### config.mk
export PLATFORM = sky130hd
export DESIGN_NAME = sat_counter
export DESIGN_NICKNAME = d
export VERILOG_FILES = /design/src/rtl/lfsr_checker_sat_counter.sv
export SDC_FILE = /design/constraint.sdc
export NUM_CORES = 1
export LEC_CHECK = 0
export BUFFER_PORTS_ARGS = -buffer_cell sky130_fd_sc_hd__buf_2
export CAP_MARGIN = 20
export CELL_PAD_IN_SITES_DETAIL_PLACEMENT = 1
export CELL_PAD_IN_SITES_GLOBAL_PLACEMENT = 1
export CORE_AREA = 2 2 39 41
export DETAILED_ROUTE_END_ITERATION = 16
export DIE_AREA = 0 0 41 43
export PLACE_DENSITY_LB_ADDON = 0.1
export SYNTH_ARGS = -nofsm -noshare
export SYNTH_HDL_FRONTEND = slang
export SYNTH_SLANG_ARGS = --single-unit
### constraint.sdc
create_clock -name clk -period 1.75 [get_ports clk]
set_input_delay 0.175 -clock clk [delete_from_list [all_inputs] [get_ports clk]]
set_output_delay 0.175 -clock clk [all_outputs]
set_load 0.005 [all_outputs]
### src/rtl/lfsr_checker_sat_counter.sv
// Saturating up-counter with synchronous clear; clr wins over inc.
module sat_counter #(
  parameter int W = 8
) (
  input  logic         clk,
  input  logic         reset_n,
  input  logic         inc,
  input  logic         clr,
  output logic [W-1:0] count
);

  always_ff @(posedge clk) begin
    if (!reset_n) begin
      count <= '0;
    end else if (clr) begin
      count <= '0;
    end else if (inc && (count != {W{1'b1}})) begin
      count <= count + 1'b1;
    end
  end

endmodule

==> out/results.ini <==
[die]
num_rows=14
dieHeight_um=43
floorplan.die_area_um2=1760
start_util_pct=30.5
die_w_um=41
core_um2=1380
io_pins=12

[power_and_ir_drop]
irDropWorstVdd_mv=0.380
power_leakage_uw=0.000224
power-per-cell-area_nw_per_um2=670

[worst_setup_path]
worst-endpoint-arrival_ns=1.51
startpoint_class_of_the_critical_path=flip-flop
reg_to_reg_start=count[0]
worst_setup_ep_type=flip-flop
criticalPathCategory=reg -> reg
timing.critical_path.from=count[0]
crit-reg2reg-capture=count[5]
r2r_setup_slack_ns=0.43
worst-endpoint-required_ns=1.94
worst-path-max-fanout=6
reg2regPathDepth=4

[outcome]
status=finished, final reports clean

[finish]
design_area_um2=519
final_net_count=67
multi_input_area_um2=262
largest_register_ff_count=8
final_core_utilization_pct=37.5
fin_cells=76
layout.area.seq_um2=160
antenna_cells=0
post_route_cells_drive_above_1_share_pct=30.0
fillers=176
max_flop_register=count
flow.area_growth_from_synthesis_pct=23.1
reg_top3=count x8

[detailed_routing]
drt-wirelength-per-cell_um=14.3
detailroute.via_count=403
drt_pass1_iterations=4
postRouteAntennaNets=0
route.detailed.drc=0
wl_final_mm=1.09
amount_of_wire_on_met3_after_detailed_routing_um=36
dr.max_layer_used=met3
met1_length_um=547
via_per_inst=5.30
dr_wl_met2_um=506
drt_iter0_markers=7

[synth]
part_of_the_yosys_area_used_for_sequential_elements_pct=38.0
syn-cell-area_um2=422
synth_top_family_by_area=simple AND/OR/NAND/NOR gates
synthDistinctLibCells=19
yosysWarningCount=0
post_synth_and_or_nand_nor_area_fraction_pct=32.9
synth_cells=46
post_synth_mux_area_share_pct=7.12
synth_seq_cells=8
post_synthesis_adder_cell_area_fraction_pct=2.97
synth_compound_gate_area_share_pct=19.0
avgSynthCellArea_um2=9.17
yosys.area_share.xor_xnor_pct=0
syn_nets=51

[clocking]
cts_buffer_depth=2
clock-sinks=8
cts.root.buffer_cell=sky130_fd_sc_hd__clkbuf_4
cts_hold_buffers=0
cts.htree.levels=1
post_cts.repair.setup_buffers=0
clock_latency_ns=0.26
clock_pin_slew_on_the_worst_setup_and_hold_paths_ns=0.06
tritoncts=built
cts_buf_count=3
cts_resized=0

[place]
gp_congestion=0.696
place_inst=73
place_hpwl_um=837
place_worst_setup_slack_ns=0.415
numPortBuffers=11
detailed_place.area_um2=497

[global_route]
antenna_violations_before_repair=0
grt_first_pass_wirelength_mm=1.69
grt_util_all_layers_pct=14.6
grt_max_degree=10
grt_overflow_total=0
number_of_global_route_vias_before_repair=387

[timing]
final_min_period_over_clock_period_pct=75.6
final-hold-violation-count=0
fin_worst_skew_ns=0.00884
fin_setup_tns_ns=0
rsz0062_at_grt=no
timing.final.ws_setup_ns=0.428
fmaxAchievable_ghz=0.756
slew-limit-headroom_pct=67.6
worst_pin_slew_ns=0.485
finalCriticalPeriod_ns=1.32
setup_viol=0
timing_max_transition_violations_final=0

[run]
max-cap-violations=0

[worst_hold_path]
hold-path-cell-count=3
hold_path.startpoint=reset_n
holdCritPathClass=in -> reg
worst_hold_path.endpoint=count[7]

placed cells by master, fill, tap and decap left out:
cell type,instances
sky130_fd_sc_hd__mux2i_1,3
sky130_fd_sc_hd__nand3_1,1
sky130_fd_sc_hd__o21ai_0,2
sky130_fd_sc_hd__nor2b_2,1
sky130_fd_sc_hd__nand4_1,1
sky130_fd_sc_hd__ha_1,1
sky130_fd_sc_hd__clkbuf_4,3
sky130_fd_sc_hd__buf_2,11
sky130_fd_sc_hd__a311oi_1,1
sky130_fd_sc_hd__a21oi_1,5
sky130_fd_sc_hd__dfxtp_1,8
sky130_fd_sc_hd__nor2b_1,3
sky130_fd_sc_hd__a21boi_2,1
sky130_fd_sc_hd__a31oi_1,2
sky130_fd_sc_hd__nor3_1,2
sky130_fd_sc_hd__and4_1,4
sky130_fd_sc_hd__and3_1,1
sky130_fd_sc_hd__nand2_1,5
sky130_fd_sc_hd__a211oi_2,1
sky130_fd_sc_hd__nand2b_1,3
sky130_fd_sc_hd__and4_4,1
per-layer routing:
layer / global-route usage, % / vias to the layer above
met5: 0 / -
met1: 17.9 / 190
met2: 21.6 / 6
li1: - / 207
met3: 7.85 / 0
met4: 4.00 / 0
stage by stage:
| step | total power [uW] | hold WS [ns] |
|---|---|---|
| 2_1_floorplan | 199 | 0.358 |
| 3_3_place_gp | 208 | 0.495 |
| 3_5_place_dp | 209 | 0.521 |
| 4_1_cts | 360 | 0.246 |
| 5_1_grt | 366 | 0.262 |
| 6_report | 348 | 0.247 |
cell usage after synthesis:
library cell | instances | area [um2]
sky130_fd_sc_hd__dfxtp_1 | 8 | 160
sky130_fd_sc_hd__nor3_1 | 2 | 10.0
sky130_fd_sc_hd__and4_4 | 1 | 11.3
sky130_fd_sc_hd__nand4_1 | 1 | 6.26
sky130_fd_sc_hd__and3_1 | 1 | 6.26
sky130_fd_sc_hd__ha_1 | 1 | 12.5
sky130_fd_sc_hd__a311oi_1 | 1 | 8.76
sky130_fd_sc_hd__nor2b_1 | 3 | 18.8
sky130_fd_sc_hd__nand2_1 | 5 | 18.8
sky130_fd_sc_hd__a21boi_2 | 1 | 11.3
sky130_fd_sc_hd__a21oi_1 | 5 | 25.0
sky130_fd_sc_hd__o21ai_0 | 2 | 10.0
sky130_fd_sc_hd__nor2b_2 | 1 | 8.76
sky130_fd_sc_hd__a211oi_2 | 1 | 12.5
sky130_fd_sc_hd__nand3_1 | 1 | 5.00
sky130_fd_sc_hd__nand2b_1 | 3 | 18.8
sky130_fd_sc_hd__a31oi_1 | 2 | 12.5
sky130_fd_sc_hd__mux2i_1 | 3 | 30.0
sky130_fd_sc_hd__and4_1 | 4 | 35.0
power breakdown:
part,switching [uW],internal [uW]
clock network,64.4,78.6
registers,2.13,184
logic,9.94,8.75
total,76.5,271
layout make-up:
| type | instances | area share, % |
|---|---|---|
| multi-input combinational | 38 | 50.4 |
| sequential | 8 | 30.8 |
| timing repair buffer | 11 | 10.6 |
| clock buffer | 3 | 4.34 |
| tap | 16 | 3.86 |
cells by family (layout without fill, tap and decap cells):
group           count (synthesis)  after routing
buf+inv                         0             14
fa+ha+maj                       1              1
flops                           8              8
simple gates                   22             22
compound gates                 12             12
mux                             3              3
worst max path at each step:
stage	to	cells past startpoint
floorplan	count[5]	4
global placement	count[5]	4
detailed placement	count[5]	4
CTS	count[5]	4
global route	count[4]	4
finish	count[5]	4
critical path, stage by stage, from the launching register on:
cell and delay [ns]:
sky130_fd_sc_hd__dfxtp_1 0.35, sky130_fd_sc_hd__ha_1 0.25, sky130_fd_sc_hd__and4_4 0.23, sky130_fd_sc_hd__a211oi_2 0.24
sky130_fd_sc_hd__mux2i_1 0.20
Note: power is estimated with default switching activity, not from simulation.
